**src/rtl/xcvr_pkg.sv**
```systemverilog
// Shared types and constants for the bus transceiver sequencer.
// Included by bus_xcvr_seq and xcvr_dead_timer.
package xcvr_pkg;

  typedef enum logic [1:0] {
    IDLE  = 2'd0,
    SETUP = 2'd1,
    DRIVE = 2'd2,
    TURN  = 2'd3
  } xcvr_state_e;

  localparam logic DIR_A2B = 1'b1;
  localparam logic DIR_B2A = 1'b0;

  localparam int XCVR_TMR_W = 4;

  // The timer holds the cycles left after the current one.
  function automatic logic [XCVR_TMR_W-1:0] tmr_ld(input int cyc);
    return XCVR_TMR_W'(cyc - 1);
  endfunction

endpackage

```
**src/rtl/xcvr_dead_timer.sv**
```systemverilog
// Load/decrement dead-time counter shared by the SETUP and TURN states.
// zero_o flags the last cycle of the loaded interval.
module xcvr_dead_timer
  import xcvr_pkg::*;
(
  input  logic                  clk,
  input  logic                  rst,
  input  logic                  load_i,
  input  logic [XCVR_TMR_W-1:0] load_val_i,
  input  logic                  dec_i,
  output logic                  zero_o
);

  logic [XCVR_TMR_W-1:0] cnt_q;
  logic [XCVR_TMR_W-1:0] cnt_d;

  always_comb begin
    cnt_d = cnt_q;
    if (load_i)
      cnt_d = load_val_i;
    else if (dec_i && cnt_q != '0)
      cnt_d = cnt_q - 1'b1;
  end

  always_ff @(posedge clk or posedge rst) begin
    if (rst)
      cnt_q <= '0;
    else
      cnt_q <= cnt_d;
  end

  assign zero_o = (cnt_q == '0);

endmodule

```
**src/rtl/bus_xcvr_seq.sv**
```systemverilog
// Sequencer/datapath for an 8-bit '245-style bidirectional transceiver.
// Define XCVR_BUSHOLD_EN to keep a_out/b_out after a drive ends.
module bus_xcvr_seq
  import xcvr_pkg::*;
#(
  parameter int WIDTH     = 8,
  parameter int TURN_CYC  = 2,
  parameter int SETUP_CYC = 1
) (
  input  logic             clk,
  input  logic             reset,
  input  logic             en,
  input  logic             dir_req,
  input  logic [WIDTH-1:0] a_in,
  input  logic [WIDTH-1:0] b_in,
  output logic [WIDTH-1:0] a_out,
  output logic [WIDTH-1:0] b_out,
  output logic             a_oe,
  output logic             b_oe,
  output logic             dir,
  output logic             oen,
  output logic             busy,
  output logic             xfer_ok
);

  localparam logic [XCVR_TMR_W-1:0] SETUP_LD = tmr_ld(SETUP_CYC);
  localparam logic [XCVR_TMR_W-1:0] TURN_LD  = tmr_ld(TURN_CYC);

  xcvr_state_e state_q, state_d;
  logic dir_q, dir_d;
  logic oen_q, a_oe_q, b_oe_q;
  logic busy_q, xfer_ok_q;
  logic [WIDTH-1:0] a_out_q, b_out_q;

  logic                  tmr_load;
  logic [XCVR_TMR_W-1:0] tmr_val;
  logic                  tmr_dec;
  logic                  tmr_zero;
  logic                  hold_ok;

  assign hold_ok = en && (dir_req == dir_q);
  assign tmr_dec = (state_q == SETUP) || (state_q == TURN);

  xcvr_dead_timer u_tmr (
    .clk       (clk),
    .rst       (reset),
    .load_i    (tmr_load),
    .load_val_i(tmr_val),
    .dec_i     (tmr_dec),
    .zero_o    (tmr_zero)
  );

  always_comb begin
    state_d  = state_q;
    dir_d    = dir_q;
    tmr_load = 1'b0;
    tmr_val  = '0;
    unique case (state_q)
      IDLE: begin
        if (en) begin
          state_d  = SETUP;
          dir_d    = dir_req;
          tmr_load = 1'b1;
          tmr_val  = SETUP_LD;
        end
      end
      SETUP: begin
        if (!hold_ok) begin
          state_d  = TURN;
          tmr_load = 1'b1;
          tmr_val  = TURN_LD;
        end else if (tmr_zero) begin
          state_d = DRIVE;
        end
      end
      DRIVE: begin
        if (!hold_ok) begin
          state_d  = TURN;
          tmr_load = 1'b1;
          tmr_val  = TURN_LD;
        end
      end
      TURN: begin
        // Requests seen mid-turnaround wait for the full dead time.
        if (tmr_zero) begin
          if (en) begin
            state_d  = SETUP;
            dir_d    = dir_req;
            tmr_load = 1'b1;
            tmr_val  = SETUP_LD;
          end else begin
            state_d = IDLE;
          end
        end
      end
      default: state_d = IDLE;
    endcase
  end

  always_ff @(posedge clk or posedge reset) begin
    if (reset) begin
      state_q   <= IDLE;
      dir_q     <= DIR_B2A;
      oen_q     <= 1'b1;
      a_oe_q    <= 1'b0;
      b_oe_q    <= 1'b0;
      busy_q    <= 1'b0;
      xfer_ok_q <= 1'b0;
      a_out_q   <= '0;
      b_out_q   <= '0;
    end else begin
      state_q   <= state_d;
      dir_q     <= dir_d;
      busy_q    <= (state_d != IDLE);
      xfer_ok_q <= (state_q == SETUP) && (state_d == DRIVE);
      oen_q     <= (state_d != DRIVE);
      a_oe_q    <= (state_d == DRIVE) && (dir_d == DIR_B2A);
      b_oe_q    <= (state_d == DRIVE) && (dir_d == DIR_A2B);
      if (state_q == DRIVE && state_d == DRIVE) begin
        if (dir_q == DIR_A2B)
          b_out_q <= a_in;
        else
          a_out_q <= b_in;
      end
`ifndef XCVR_BUSHOLD_EN
      else if (state_d != DRIVE) begin
        a_out_q <= '0;
        b_out_q <= '0;
      end
`endif
    end
  end

  assign a_out   = a_out_q;
  assign b_out   = b_out_q;
  assign a_oe    = a_oe_q;
  assign b_oe    = b_oe_q;
  assign dir     = dir_q;
  assign oen     = oen_q;
  assign busy    = busy_q;
  assign xfer_ok = xfer_ok_q;

  a_no_overlap: assert property (@(posedge clk) disable iff (reset)
    !(a_oe_q && b_oe_q));

  a_oen_oe: assert property (@(posedge clk) disable iff (reset)
    !oen_q |-> ((a_oe_q ^ b_oe_q) && (b_oe_q == dir_q)));

  a_dir_stable: assert property (@(posedge clk) disable iff (reset)
    (!oen_q || !$past(oen_q)) |-> $stable(dir_q));

endmodule
```
**config.mk**
```make
export PLATFORM = sky130hd
export DESIGN_NAME = bus_xcvr_seq
export DESIGN_NICKNAME = d
export VERILOG_FILES = /design/src/rtl/xcvr_pkg.sv /design/src/rtl/xcvr_dead_timer.sv /design/src/rtl/bus_xcvr_seq.sv
export SDC_FILE = /design/constraint.sdc
export NUM_CORES = 1
export LEC_CHECK = 0
export BUFFER_PORTS_ARGS = -buffer_cell sky130_fd_sc_hd__buf_4
export CAP_MARGIN = 15
export CORE_ASPECT_RATIO = 0.8
export CORE_MARGIN = 4
export CORE_UTILIZATION = 34
export CTS_CLUSTER_DIAMETER = 100
export DETAILED_ROUTE_END_ITERATION = 7
export GPL_TIMING_DRIVEN = 0
export SYNTH_ARGS = -nofsm -noshare
export SYNTH_HDL_FRONTEND = slang
export SYNTH_SLANG_ARGS = --single-unit
```
**constraint.sdc**
```tcl
create_clock -name clk -period 2 [get_ports clk]
set_input_delay 0 -clock clk [delete_from_list [all_inputs] [get_ports clk]]
set_output_delay 0 -clock clk [all_outputs]
set_load 0.1 [all_outputs]
```
# [Yosys cells after proc, flatten, opt, wreduce, memory -nomap -nowiden]
# Index checks and enable logic that the tools add are counted.
# Widths: inputs -> output; s select.
[classes] addsub=1 n_eq_ne=8 n_mux=23 bitwise=1 reduce_logical=17
[ops] cell="$mux 8" n=5
[ops] cell="$mux 2" n=5
[ops] cell="$mux 4" n=2
[ops] cell="$pmux 2 s4" n=1
[ops] cell="$pmux 4 s2" n=1
[ops] cell="$mux 1" n=7
[ops] cell="$eq 2x2->1 const B" n=3
[ops] cell="$logic_and 1x1->1" n=6
[ops] cell="$ne 2x2->1 const B" n=3
[ops] cell="$reduce_bool 2->1" n=3
[ops] cell="$logic_not 4->1" n=1
[ops] cell="$reduce_and 2->1" n=2
[ops] cell="$reduce_bool 4->1" n=1
[ops] cell="$reduce_or 2->1" n=2
[ops] cell="$sub 4x1->4 const B" n=1
[ops] cell="$pmux 1 s3" n=1
[ops] cell="$eq 2x1->1 const B" n=1
[ops] cell="$logic_not 2->1" n=1
[ops] cell="$pmux 1 s2" n=1
[ops] cell="$eq 1x1->1" n=1
[ops] cell="$logic_or 1x1->1" n=1
[ops] cell="$not 1->1" n=1
[totals] reg_bits=28 input_bits=20 output_inout_bits=22 wordCells=60

# [Longest topological paths before layout]
[logic_depth] ltp_word=8 depth_mapped=8 ltp_nobuf=7

# [Cells and area by module]
# Synthesis repeated with hierarchy kept, for this count alone.
[unflattened] hier_cells=133 area_unflattened_um2=1572.8
[by_module_without_submodules] mod="bus_xcvr_seq" n_inst=1 cells_each=105 area_per_inst_um2=1311.3
[by_module_without_submodules] mod="xcvr_dead_timer" n_inst=1 cells_each=28 area_per_inst_um2=261.5

# [Worst setup path before layout]
# No wires, ideal clock.
[synth_path] path_kind="register to register" start="reg dir_q, in the netlist dir" end="reg xfer_ok_q, in the netlist xfer_ok" setup_ns=0.080 t_arrival_ns=2.040 slack_ns=-0.120 path_stages_with_launch=7 path_buffers=1 path_cell_list="dfrtp_1 -> xnor2_1 -> a31oi_1 -> o32ai_2 -> inv_2 -> buf_6 -> nor3b_2"
[synth_via] elab_chain_len=6 word_cells_on_any_way=7 classes_between="eq/ne (2); mux (3); reduce/logical (2)"
[synth_lines] item="from (decl)" line="bus_xcvr_seq.sv:30" text="logic dir_q, dir_d;"
[synth_lines] item="from (signal assigned)" line="bus_xcvr_seq.sv:113" text="dir_q <= dir_d;"
[synth_lines] item="$eq 1x1->1 (*)" line="bus_xcvr_seq.sv:41" text="assign hold_ok = en && (dir_req == dir_q);"
[synth_lines] item="$logic_and 1x1->1 (*)" line="bus_xcvr_seq.sv:41"
[synth_lines] item="$mux 2 (on tied branches)" line="bus_xcvr_seq.sv:77, bus_xcvr_seq.sv:68"
[synth_lines] item="$pmux 2 s4 (*)" line="bus_xcvr_seq.sv:58" text="unique case (state_q)"
[synth_lines] item="$eq 2x2->1 (*)" line="bus_xcvr_seq.sv:115" text="xfer_ok_q <= (state_q == SETUP) && (state_d == DRIVE);"
[synth_lines] item="$logic_and 1x1->1 (*)" line="bus_xcvr_seq.sv:115"
[synth_lines] item="to (signal assigned)" line="bus_xcvr_seq.sv:115"
[synth_lines] item="to (decl)" line="bus_xcvr_seq.sv:32" text="logic busy_q, xfer_ok_q;"
# Mark *: on every way between the ends. The rest lies on a longest branch, timed or not.
# A chain may end at the register's enable or synchronous reset.

# [Worst setup path in the final report]
[layout_path] start="reg u_tmr.cnt_q[0]" end="reg xfer_ok_q, in the netlist xfer_ok"
[layout_via] elab_chain_len=6 word_cells_on_any_way=7 classes_between="eq/ne (1); mux (4); reduce/logical (2)"
[layout_lines] item="from (decl)" line="xcvr_dead_timer.sv:14" text="logic [XCVR_TMR_W-1:0] cnt_q;"
[layout_lines] item="from (signal assigned)" line="xcvr_dead_timer.sv:29" text="cnt_q <= cnt_d;"
[layout_lines] item="$logic_not 4->1 (*)" line="xcvr_dead_timer.sv:32" text="assign zero_o = (cnt_q == '0);"
[layout_lines] item="$mux 2" line="bus_xcvr_seq.sv:72" text="end else if (tmr_zero) begin"
[layout_lines] item="$mux 2" line="bus_xcvr_seq.sv:68" text="if (!hold_ok) begin"
[layout_lines] item="$pmux 2 s4 (*)" line="bus_xcvr_seq.sv:58"
[layout_lines] item="$eq 2x2->1 (*)" line="bus_xcvr_seq.sv:115"
[layout_lines] item="$logic_and 1x1->1 (*)" line="bus_xcvr_seq.sv:115"
# Marks and branches as above.

==> impl_metrics.toml <==
[worst_setup_path]
endpoint_kind = "flop"
crit_slowest_cell = "dfrtp_1"
critical_path_arrival_ns = 2.20
crit_chain = "inv_2, ha_4, or3b_4, o21a_1, o32ai_4, inv_2, buf_6, nor3b_2"
critPathRequiredTime_ns = 2.20
worst_path_most_repeated_cell = "inv_2"
critical_path_class = "flop to flop"
path_max_fanout = 10
critPathTopFamily = "simple AND/OR/NAND/NOR gates"
cp_num_buf_inv = 3
crit_path_max_incr_delay_ns = 0.42
cp-start-kind = "flop"

[synth]
synth.distinct_cells = 39
synth.avg_cell_area_um2 = 11.5
ys_seq_area_frac = 0.463
synth.area.top_cells = "dfrtp_1 (45%), mux2i_1 (11%), nor3_2 (11%)"
synthCells = 132
synth-seq-cells = 28
syn-num-nets = 158
synth_area_leader_cell = "dfrtp_1"
yosys_warnings = 0
synth_top_area_frac = 0.446
syn_area_um2 = 1520

[clock_tree]
clock-sinks = 28
cts_tree = "yes"
clk-insertion-delay-late_ns = 0.27
cts.htree.levels = 1
cts-root-buf = "clkbuf_8"
cts_buffer_depth = 2
clk_pin_slew_ns = 0.09
numCtsBuffers = 3

[sta]
setup-violations-final = 1
hold_viol_final = 0
fin_crit_sh = 1.00
hold_ws_ns = 0.00339
rsz0062_at_grt = "yes"
worst_pin_slew_ns = 0.598
finClkSkew_ns = 0.00292
fmaxAchievable_mhz = 500
relSlewSlack = 0.601
layout_min_cycle_time_ns = 2.00
fin_ws_ns = -0.00123
slew_viol_final = 0

[finish]
seqCellArea_um2 = 703
multi_input_area_um2 = 796
fillers = 373
area_delta_synth_final_pct = 38.3
drive_gt1_frac = 0.476
finalNonFillerCells = 242
n_antenna_cell = 0
nNetsFinal = 212
fin_area_um2 = 2100

[global_route]
grt_pass1_vias = 1130
antenna_found_initial = 0
grt_first_pass_wirelength_um = 5420
grt-ovfl-total = 0
grt_util_all_layers = 0.129
grt_start_max_net_pins = 29

[worst_hold_path]
hp-class = "input pin to flop"

[place]
io_buffers = 41
dpl-instance-area_um2 = 1900
place_congestion = 0.816
place_inst = 230
hpwl_um = 2550

[route]
via_per_inst = 4.90
wire_per_inst_um = 14.1
drc_errors = 0
drt_first_pass_iters = 4
drtIter0Drc = 55
wirelength_um = 3410
antenna_left = 0
vias = 1186

[floorplanning]
std_cell_rows = 21
fp.dieW_um = 82.6
initial_core_util = 0.358
die_h_um = 67.7
core-area_um2 = 4230
die-area_um2 = 5600
io_pins = 42

[run_status]
status = "finished, violations left"
failed_checks = "setup timing"

[job]
maxCapViolCount = 0
[metrics by stage]
| step | setup WS (ns) | TNS, ns | util |
|---|---|---|---|
| detailed placement | -0.149 | -2.38 | 0.448 |
| global placement | -0.0768 | -0.985 | 0.448 |
| global route | -0.0897 | -0.890 | 0.495 |
| CTS | -0.0126 | -0.0126 | 0.474 |
| finish | -0.00123 | -0.00123 | 0.495 |
| floorplan | 0.0678 | 0 | - |
[worst paths after layout]
check | from | end | slack (ns) | cells past startpoint
max in group asynchronous | reset | oen | 1.28 | 4
setup / recovery | u_tmr.cnt_q[0] | xfer_ok | -0.001 | 8
min in group asynchronous | reset | b_out[3] | 0.23 | 3
setup reg to reg | u_tmr.cnt_q[0] | xfer_ok | -0.001 | 8
hold reg to reg | b_out[3] | b_out[3] | 0.57 | 2
hold / removal | b_in[6] | a_out[6] | 0.003 | 3
[worst min-delay path, cell delays in order]
cell	delay, ns
buf_4	0.08
mux2i_1	0.06
nor3_2	0.09
[cell usage in the layout, fill, tap and decap left out, types with 3 or more instances in the layout]
| cell | count |
|---|---|
| dfrtp_1 | 26 |
| a21oi_1 | 3 |
| dlygate4sd3_1 | 3 |
| nor3_2 | 16 |
| nor3b_1 | 3 |
| nor2_1 | 6 |
| clkbuf_8 | 4 |
| o21ai_0 | 3 |
| nand2_1 | 4 |
| ha_1 | 3 |
| nor3_1 | 3 |
| mux2i_1 | 16 |
| xnor2_1 | 3 |
| inv_1 | 5 |
| buf_4 | 47 |
[kinds of logic after synthesis]
kind of cell,after synthesis,share of synthesized area
compound gates,19,0.0908
xor+xnor,3,0.0173
fa+ha+maj,6,0.0495
buf+inv,14,0.0462
flops,28,0.463
mux,16,0.106
simple gates,46,0.227
[synth_stat cells (all sizes together)]
cell type / instances
clkbuf: 2
nor3: 19
o21a: 1
o31a: 1
a21o: 1
nor2: 7
buf: 5
nor4b: 1
nor3b: 5
nor2b: 1
o31ai: 1
o22ai: 1
nand3: 1
nand2: 4
o221ai: 1
or3: 2
dfstp: 1
and2: 1
or2b: 1
ha: 6
inv: 7
a21oi: 3
a211oi: 3
a31oi: 1
dfrtp: 27
nand2b: 2
xnor2: 3
or3b: 1
a32o: 1
nand3b: 1
mux2i: 16
o21ai: 4
o32ai: 1
[repair_timing]
item / in CTS / in global routing
pin swaps: 0 / 1
setup endpoints to repair: 22 / 22
hold buffers: 0 / 3
hold endpoints to repair: 0 / 29
gates resized for setup: 7 / 6
setup buffers: 3 / 1
[area by class of cell]
cell class | count | share of cell area
Inverter | 7 | 0.0125
Clock buffer | 4 | 0.0263
Tap cell | 57 | 0.0340
Multi-Input combinational cell | 90 | 0.380
Buffer | 7 | 0.0233
Timing Repair Buffer | 49 | 0.189
Sequential cell | 28 | 0.336
[flip-flops by register name (all words and copies together) (netlist names)]
| signal | flops |
|---|---|
| b_oe | 1 |
| busy | 1 |
| state_q | 2 |
| b_out | 8 |
| a_oe | 1 |
| xfer_ok | 1 |
| oen | 1 |
| a_out | 8 |
| dir | 1 |
| u_tmr.cnt_q | 4 |
[routing by layer]
metal  up-vias  GRT usage  routed length (um)
met5         -          0                   0
met4         0     0.0449                  53
met2        29      0.208                1710
met3         4     0.0320                 186
met1       575      0.167                1450
li1        578          -                   -
Power is left out: the tool's default activity adds up to more than one toggle a clock period on the data nets, which glitch-free logic cannot reach.
